[config.mk]
export PLATFORM = sky130hd
export DESIGN_NAME = ecc_scrubber_8bit
export DESIGN_NICKNAME = d
export VERILOG_FILES = /design/src/rtl/ecc_scrubber_8bit.sv
export SDC_FILE = /design/constraint.sdc
export NUM_CORES = 1
export LEC_CHECK = 0
export CAP_MARGIN = 20
export CORE_ASPECT_RATIO = 2
export CORE_MARGIN = 2
export CORE_UTILIZATION = 45
export CTS_BUF_LIST = sky130_fd_sc_hd__clkbuf_4 sky130_fd_sc_hd__clkbuf_8
export DETAILED_ROUTE_END_ITERATION = 10
export PLACE_DENSITY = 0.8
export SYNTH_ARGS = -nofsm -noshare
export SYNTH_HDL_FRONTEND = slang
export SYNTH_SLANG_ARGS = --single-unit
[constraint.sdc]
create_clock -name i_clk -period 4 [get_ports i_clk]
set_input_delay 1.2 -clock i_clk [delete_from_list [all_inputs] [get_ports i_clk]]
set_output_delay 1.2 -clock i_clk [all_outputs]
set_load 0.02 [all_outputs]
[src/rtl/ecc_scrubber_8bit.sv]
// ---------------------------------------------------------------------------
// ecc_scrubber_8bit
//
// Background scrubber for the port-B side of the 8-13 soft ECC RAM. While the
// host leaves the port idle, it walks every address and reads back the decoded
// word and its error status. A single-bit (corrected) error is written back
// with the corrected data, so that a second upset cannot turn it into an
// uncorrectable word. Corrected and fatal events are counted, and the
// address of the most recent fatal word is recorded.
//
// Ports
//   i_clk               clock
//   i_rst               synchronous active-high reset
//   i_scrub_en          level; high allows scrubbing
//   i_host_req          host wants the RAM port; scrubber yields
//   o_mem_address       RAM port address (scan pointer)
//   o_mem_wren          RAM port write enable (high only in WB)
//   o_mem_data          RAM write data (corrected word, pre-encode)
//   i_mem_q             decoded RAM read data
//   i_mem_err           [0] no_err, [1] err_corrected, [2] err_fatal
//   o_scrub_active      scrubber owns the port (any state except IDLE/GAP)
//   o_sweep_done        one-cycle pulse when the last address completes
//   o_corrected_count   saturating count of corrected words
//   o_fatal_count       saturating count of fatal words
//   o_fatal_flag        sticky fatal indicator, cleared only by reset
//   o_last_fatal_addr   address of the most recent fatal word
// ---------------------------------------------------------------------------
module ecc_scrubber_8bit #(
    parameter int  NUM_WORDS  = 512,
    parameter int  RD_LATENCY = 4,
    parameter int  GAP_CYCLES = 1024,
    localparam int ADDR_WIDTH = (NUM_WORDS > 2) ? $clog2(NUM_WORDS) : 1
) (
    input  logic                  i_clk,
    input  logic                  i_rst,
    input  logic                  i_scrub_en,
    input  logic                  i_host_req,
    output logic [ADDR_WIDTH-1:0] o_mem_address,
    output logic                  o_mem_wren,
    output logic [7:0]            o_mem_data,
    input  logic [7:0]            i_mem_q,
    input  logic [2:0]            i_mem_err,
    output logic                  o_scrub_active,
    output logic                  o_sweep_done,
    output logic [15:0]           o_corrected_count,
    output logic [15:0]           o_fatal_count,
    output logic                  o_fatal_flag,
    output logic [ADDR_WIDTH-1:0] o_last_fatal_addr
);

    localparam int GAP_W     = (GAP_CYCLES > 0) ? $clog2(GAP_CYCLES + 1) : 1;
    localparam int WAIT_W    = (RD_LATENCY > 1) ? $clog2(RD_LATENCY) : 1;
    localparam int WAIT_LAST = (RD_LATENCY > 1) ? RD_LATENCY - 2 : 0;
    localparam logic [ADDR_WIDTH-1:0] LAST_ADDR = ADDR_WIDTH'(NUM_WORDS - 1);

    typedef enum logic [2:0] {
        S_IDLE,
        S_GAP,
        S_READ,
        S_WAIT,
        S_EVAL,
        S_WB_SETUP,
        S_WB
    } state_t;

    state_t                r_state;
    logic [GAP_W-1:0]      r_gap_cnt;
    logic [WAIT_W-1:0]     r_wait_cnt;
    logic [ADDR_WIDTH-1:0] r_ptr;
    logic                  r_mem_wren;
    logic [7:0]            r_mem_data;
    logic                  r_scrub_active;
    logic                  r_sweep_done;
    logic [15:0]           r_corrected_count;
    logic [15:0]           r_fatal_count;
    logic                  r_fatal_flag;
    logic [ADDR_WIDTH-1:0] r_last_fatal_addr;

    logic w_err_fatal;
    logic w_err_corr;
    logic w_yield;
    logic w_word_done;

    // Status decode: fatal wins over corrected wins over no_err. An all-zero
    // status is not a legal code from the decoder, so it is treated as fatal.
    assign w_err_fatal = i_mem_err[2] || (i_mem_err == 3'b000);
    assign w_err_corr  = !w_err_fatal && i_mem_err[1];

    // Host activity before the write back is committed abandons the word; the
    // same address is re-read later so a host write is never overwritten with
    // stale data. Once in WB_SETUP the write back always completes.
    assign w_yield = i_host_req &&
                     ((r_state == S_READ) || (r_state == S_WAIT) || (r_state == S_EVAL));

    assign w_word_done = (r_state == S_WB) ||
                         ((r_state == S_EVAL) && !i_host_req && !w_err_corr);

    always_ff @(posedge i_clk) begin
        if (i_rst) begin
            r_state           <= S_IDLE;
            r_gap_cnt         <= '0;
            r_wait_cnt        <= '0;
            r_ptr             <= '0;
            r_mem_wren        <= 1'b0;
            r_mem_data        <= '0;
            r_scrub_active    <= 1'b0;
            r_sweep_done      <= 1'b0;
            r_corrected_count <= '0;
            r_fatal_count     <= '0;
            r_fatal_flag      <= 1'b0;
            r_last_fatal_addr <= '0;
        end else begin
            r_mem_wren   <= 1'b0;
            r_sweep_done <= 1'b0;

            case (r_state)
                S_IDLE: begin
                    if (i_scrub_en && !i_host_req) begin
                        r_state   <= S_GAP;
                        r_gap_cnt <= '0;
                    end
                end
                S_GAP: begin
                    if (!i_scrub_en) begin
                        r_state <= S_IDLE;
                    end else if (!i_host_req) begin
                        if (r_gap_cnt == GAP_W'(GAP_CYCLES)) begin
                            r_state        <= S_READ;
                            r_scrub_active <= 1'b1;
                        end else begin
                            r_gap_cnt <= r_gap_cnt + 1'b1;
                        end
                    end
                end
                S_READ: begin
                    if (!i_host_req) begin
                        if (RD_LATENCY == 1) begin
                            r_state <= S_EVAL;
                        end else begin
                            r_state    <= S_WAIT;
                            r_wait_cnt <= '0;
                        end
                    end
                end
                S_WAIT: begin
                    if (!i_host_req) begin
                        if (r_wait_cnt == WAIT_W'(WAIT_LAST)) begin
                            r_state <= S_EVAL;
                        end else begin
                            r_wait_cnt <= r_wait_cnt + 1'b1;
                        end
                    end
                end
                S_EVAL: begin
                    if (!i_host_req) begin
                        if (w_err_fatal) begin
                            if (r_fatal_count != 16'hFFFF) begin
                                r_fatal_count <= r_fatal_count + 16'd1;
                            end
                            r_fatal_flag      <= 1'b1;
                            r_last_fatal_addr <= r_ptr;
                        end else if (w_err_corr) begin
                            r_mem_data <= i_mem_q;
                            r_state    <= S_WB_SETUP;
                        end
                    end
                end
                S_WB_SETUP: begin
                    // Write data is already stable; the RAM registers it one
                    // cycle ahead of address/wren.
                    r_state    <= S_WB;
                    r_mem_wren <= 1'b1;
                end
                S_WB: begin
                    if (r_corrected_count != 16'hFFFF) begin
                        r_corrected_count <= r_corrected_count + 16'd1;
                    end
                end
                default: begin
                    r_state <= S_IDLE;
                end
            endcase

            if (w_yield) begin
                r_state        <= S_GAP;
                r_gap_cnt      <= '0;
                r_scrub_active <= 1'b0;
            end

            if (w_word_done) begin
                if (r_ptr == LAST_ADDR) begin
                    r_ptr        <= '0;
                    r_sweep_done <= 1'b1;
                end else begin
                    r_ptr <= r_ptr + 1'b1;
                end
                r_scrub_active <= 1'b0;
                r_gap_cnt      <= '0;
                r_state        <= i_scrub_en ? S_GAP : S_IDLE;
            end
        end
    end

    assign o_mem_address     = r_ptr;
    assign o_mem_wren        = r_mem_wren;
    assign o_mem_data        = r_mem_data;
    assign o_scrub_active    = r_scrub_active;
    assign o_sweep_done      = r_sweep_done;
    assign o_corrected_count = r_corrected_count;
    assign o_fatal_count     = r_fatal_count;
    assign o_fatal_flag      = r_fatal_flag;
    assign o_last_fatal_addr = r_last_fatal_addr;

endmodule

* Word-level counts from Yosys, hierarchy flattened
Index checks and enable logic that the tools add are counted.
** Storage, ports and cells
- Word-level logic and storage cells :: 100
- Register bits :: 78
- Input port bits :: 15
- Output and inout port bits :: 62
** Cells by class
- Equality and inequality tests :: 28
- Reductions and logical operators :: 26
- Bitwise gates (word level) :: 3
- Mux-type cells :: 26
- Add/sub/neg operators :: 5
** Operators by type and width (number)
- 11-bit two-way mux :: 4
- 3-bit two-way mux :: 12
- 16-bit by 1-bit adder with 16-bit output (second input constant) :: 2
- 16-bit != test (second input constant) :: 2
- 4-bit != test (second input constant) :: 6
- 11-bit one-hot mux with 2 select lines :: 1
- 3-bit one-hot mux with 7 select lines :: 1
- 4-bit AND reduction :: 4
- 2-bit != test (second input constant) :: 7
- 11-bit by 1-bit adder with 11-bit output (second input constant) :: 1
- 11-bit equality test (second input constant) :: 1
- 5-bit != test (second input constant) :: 2
- 10-bit AND reduction :: 1
- 9-bit by 1-bit adder with 9-bit output (second input constant) :: 1
- 3-bit equality test (second input constant) :: 3
- 9-bit equality test (second input constant) :: 1
- 9-bit two-way mux :: 1
- 3-bit by 2-bit equality test with 1-bit output (second input constant) :: 2
- 3-bit logical NOT :: 2
- 2-bit two-way mux :: 3
- 1-bit logical AND :: 5
- 5-bit AND reduction :: 1
- 1-bit logical OR :: 4
- 4-bit by 3-bit != test with 1-bit output (second input constant) :: 1
- other kinds (13) :: 20

* Depth between registers and ports, before layout
- Word-level depth :: 10
- Mapped depth :: 7
- Gate-level depth less buffers :: 7

* Worst setup path before layout
OpenSTA, ideal clock, no wires.
- Path kind :: input to register
- Start point :: input port i_host_req
- End point :: register r_fatal_count[11] (netlist: o_fatal_count[11])
- Buffers on the path :: 1
- Setup time :: 0.121 ns
- Required time :: 3.879 ns
- Stages :: 5
- Arrival time :: 2.422 ns
- Slack :: 1.457 ns
- Path through :: buf_6 > nor4b_4 > nand2_2 > nor4b_1 > mux2_2
** Between the ends
- Cells in the longest elaborated chain, start to end :: 2
** Ends and longest elaborated chain
- start, declared :: line 37 : input logic i_host_req,
- 1-bit NOT (no source line)
- 4-bit AND reduction (no source line)
- end signal, assigned :: line 158 : r_fatal_count <= r_fatal_count + 16'd1;
- end, declared :: line 75 : logic [15:0] r_fatal_count;
Every way passes these cells.
A chain may end at the register's enable or synchronous reset.

* Final worst setup path
Same ends and word-level chain as after synthesis.

==> flow_metrics.env <==
export IMPL_path_clk_slew_ns=0.08
export IMPL_slew_headroom_pct=45.5
export IMPL_initial_core_util_pct=46.3
export IMPL_via_per_inst=6.03
export IMPL_hold_violations=0
export IMPL_cellLeakagePower_nw=1.66
export IMPL_ios=77
export IMPL_synth_top_family_by_area="simple AND/OR/NAND/NOR gates"
export IMPL_post_cts_resized=0
export IMPL_num_antenna_cells=0
export IMPL_crit_cells=5
export IMPL_power_mw=1.50
export IMPL_holdCritStartpoint="o_mem_data[6]"
export IMPL_drt_pass1_iterations=5
export IMPL_io_buffers=76
export IMPL_yosys_cell_types_count=65
export IMPL_rsz0062_at_grt="no"
export IMPL_synth_edf_count=0
export IMPL_ff2ff_setup_slack_ns=1.71
export IMPL_clock_sinks=78
export IMPL_synth_xor_area_share_pct=1.54
export IMPL_crit_chain="clkdlybuf4s50_1, nor4b_4, nand2_2, nor4b_1, mux2_2"
export IMPL_max_stage_delay_ns=0.61
export IMPL_synth_compound_area_share_pct=17.4
export IMPL_postCtsSetupRepairBufs=0
export IMPL_r2r_end="o_fatal_count[11]"
export IMPL_synth_fa_ha_area_share_pct=2.20
export IMPL_synthMuxAreaShare_pct=4.16
export IMPL_finalWeightedCongestion=0.805
export IMPL_fin_tns_setup_ns=0
export IMPL_worst_slack_ns=0.843
export IMPL_antenna_left=0
export IMPL_drive_gt1_share_pct=9.42
export IMPL_drt_wirelength_per_cell_microns=16.2
export IMPL_status="finished, final reports clean"
export IMPL_worstPathArrival_ns=3.41
export IMPL_ys_warn_count=0
export IMPL_power_density_nw_per_um2=302
export IMPL_criticalPathCategory="in2reg"
export IMPL_cp_max_fo=27
export IMPL_grt_pass1_wl_microns=16700
export IMPL_hold_path_class="reg2reg"
export IMPL_cp_start_kind="input port"
export IMPL_insertion_delay_ns=0.36
export IMPL_async_flop_share_pct=0
export IMPL_cts_hold_buf=0
export IMPL_cts_tree="yes"
export IMPL_ir_drop_v=0.000250
export IMPL_crit_family="simple AND/OR/NAND/NOR gates"
export IMPL_slew_violations=0
export IMPL_crit_required_ns=4.25
export IMPL_die_width_microns=70.5
export IMPL_synth_ff_type="dfxtp_1"
export IMPL_cts_made_buffers=9
export IMPL_detail_route_drc_violations=0
export IMPL_die_h_microns=137
export IMPL_timing_rr_start="r_state[2]"
export IMPL_final_nets=537
export IMPL_num_rows=48
export IMPL_timing_max_cap_violations=0
export IMPL_htree_levels=3
export IMPL_grt_pass1_vias=3657
export IMPL_wl_microns=10000
export IMPL_netlist_area_sq_um=3970
export IMPL_path_buf_inv=1
export IMPL_vias=3738
export IMPL_synthSimpleGateAreaFrac_pct=30.7
export IMPL_crit_end="o_fatal_count[11]"
export IMPL_syn2layout_area_growth_pct=25.0
export IMPL_drt_initial_drc_count=147
export IMPL_tightest_slew_ns=0.810
export IMPL_slowest_stage="clkdlybuf4s50_1"
export IMPL_hpwl_microns=7120
export IMPL_cts_root_buf="clkbuf_8"
export IMPL_syn_nets=472
export IMPL_core_area_sq_um=8590
export IMPL_grt_usage_pct=21.2
export IMPL_end_kind="flip-flop"
export IMPL_clock_path_buffers=2
export IMPL_worstSetupStartpoint="i_host_req"
export IMPL_fmax_mhz=317
export IMPL_postSynthCellCount=450
export IMPL_worst_r2r_cell_count=4
export IMPL_antenna_found_initial=0
export IMPL_ys_seq_area_share_pct=39.3
export IMPL_avgSynthCellArea_sq_um=8.83
export IMPL_dp_slack_ns=0.469
export IMPL_globalRouteOverflowTotal=0
export IMPL_setup_violations=0
export IMPL_grt_max_degree=38
export IMPL_die_area_sq_um=9640
export IMPL_post_route_period_util_pct=78.9
export IMPL_ys_ff_latch=78
export IMPL_clock_skew_ns=0.00667
export IMPL_fin_crit_ns=3.16
## cells in the mapped netlist (3+ instances only)
| cell | count | area share [%] |
|---|---|---|
| dfxtp_1 | 78 | 39 |
| a21oi_1 | 38 | 4.8 |
| nand3_1 | 31 | 3.9 |
| nand2_1 | 29 | 2.7 |
| nor2_1 | 26 | 2.5 |
| nand4_1 | 16 | 2.5 |
| o21ai_0 | 16 | 2.0 |
| o31ai_1 | 15 | 2.8 |
| or4_1 | 14 | 2.6 |
| clkbuf_1 | 12 | 1.1 |
| mux2i_1 | 12 | 3.0 |
| inv_1 | 11 | 1.0 |
| and3_1 | 10 | 1.6 |
| nor3_1 | 10 | 1.3 |
| buf_2 | 9 | 1.1 |
| nor2b_1 | 9 | 1.4 |
| or3_1 | 8 | 1.3 |
| ha_1 | 7 | 2.2 |
| nor4_1 | 7 | 1.1 |
| a211oi_1 | 6 | 1.1 |
| xnor2_1 | 6 | 1.3 |
| nor3_2 | 5 | 1.3 |
| mux2_2 | 4 | 1.1 |
| o21bai_1 | 4 | 0.76 |
| o311ai_0 | 4 | 0.88 |
| o41ai_1 | 4 | 0.88 |
| a31oi_1 | 3 | 0.47 |
| and4_1 | 3 | 0.66 |
| buf_6 | 3 | 0.85 |
| nand2b_1 | 3 | 0.47 |
| nor4b_1 | 3 | 0.66 |
| or2_2 | 3 | 0.47 |
## per-layer routing
metal / share of wire [%] / routed length, microns / vias up / global-route usage, %
met5: 0 / 0 / - / 0
met4: 2.6 / 265 / 0 / 10.5
met3: 3.9 / 395 / 19 / 4.05
met2: 55 / 5560 / 109 / 39.0
met1: 38 / 3810 / 1779 / 22.7
li1: - / - / 1831 / -
## layout by cell type (no fill, tap or decap), types with 10 or more instances in the layout
cell type | Yosys | routed
a21oi_1 | 38 | 38
and3_1 | 10 | 10
clkdlybuf4s50_1 | 0 | 75
dfxtp_1 | 78 | 78
inv_1 | 11 | 11
mux2i_1 | 12 | 12
nand2_1 | 29 | 29
nand3_1 | 31 | 31
nand4_1 | 16 | 16
nor2_1 | 26 | 26
nor3_1 | 10 | 10
o21ai_0 | 16 | 16
o31ai_1 | 15 | 15
or4_1 | 14 | 14
## stage by stage
step	instance area (sq um)	hold WS, ns	cells	utilization [%]
2_1_floorplan	3970	0.458	450	-
3_3_place_gp	4750	0.443	604	55.3
3_5_place_dp	4750	0.452	604	55.3
4_1_cts	4970	0.463	620	57.8
5_1_grt	4970	0.480	620	57.8
6_report	4970	0.460	620	57.8
## how the worst min path moves through the flow
stage                               end  cells after the start
after floorplan           r_wait_cnt[0]                      2
after global placement    o_mem_data[4]                      2
after detailed placement  o_mem_data[6]                      2
after CTS                 o_mem_data[6]                      2
after global routing      o_mem_data[1]                      2
final                     o_mem_data[6]                      2
## where the power goes
part | total, mW | internal [mW] | leakage [nW] | switching (mW)
Clock | 0.657 | 0.357 | 0.110 | 0.300
Sequential | 0.781 | 0.777 | 0.628 | 0.00423
Combinational | 0.0626 | 0.0251 | 0.919 | 0.0375
Total | 1.50 | 1.16 | 1.66 | 0.341
## worst register-to-register path: stages (launching register included)
cell	delay, ns
dfxtp_1	0.60
nor4b_4	0.31
nand2_2	0.39
nor4b_1	0.50
mux2_2	0.38
## state kept, by name (all words and copies together), names as in the netlist
| signal | count |
|---|---|
| o_corrected_count | 16 |
| o_fatal_count | 16 |
| r_gap_cnt | 11 |
| o_last_fatal_addr | 9 |
| o_mem_address | 9 |
| o_mem_data | 8 |
| r_state | 3 |
| r_wait_cnt | 2 |
| o_fatal_flag | 1 |
| o_mem_wren | 1 |
| o_scrub_active | 1 |
| o_sweep_done | 1 |
## cells by family (layout without fill, tap and decap cells)
logic type,Yosys count,in the layout
AOI/OAI and AO/OA,106,106
xor gates and xnor gates,7,7
adders and majority gates,7,7
buffers and inverters,38,108
DFF,78,78
muxes,16,16
and+or+nand+nor,198,198
## area by class of cell
class                   count  area, sq um
clock buffers              10          131
clock inverters             6         86.3
fillers                   768         3620
inverters                  11         41.3
multi-input cells         334         2230
flip-flops and latches     78         1560
well taps                 100          125
repair buffers             81          793
(Power assumes the default switching activity.)
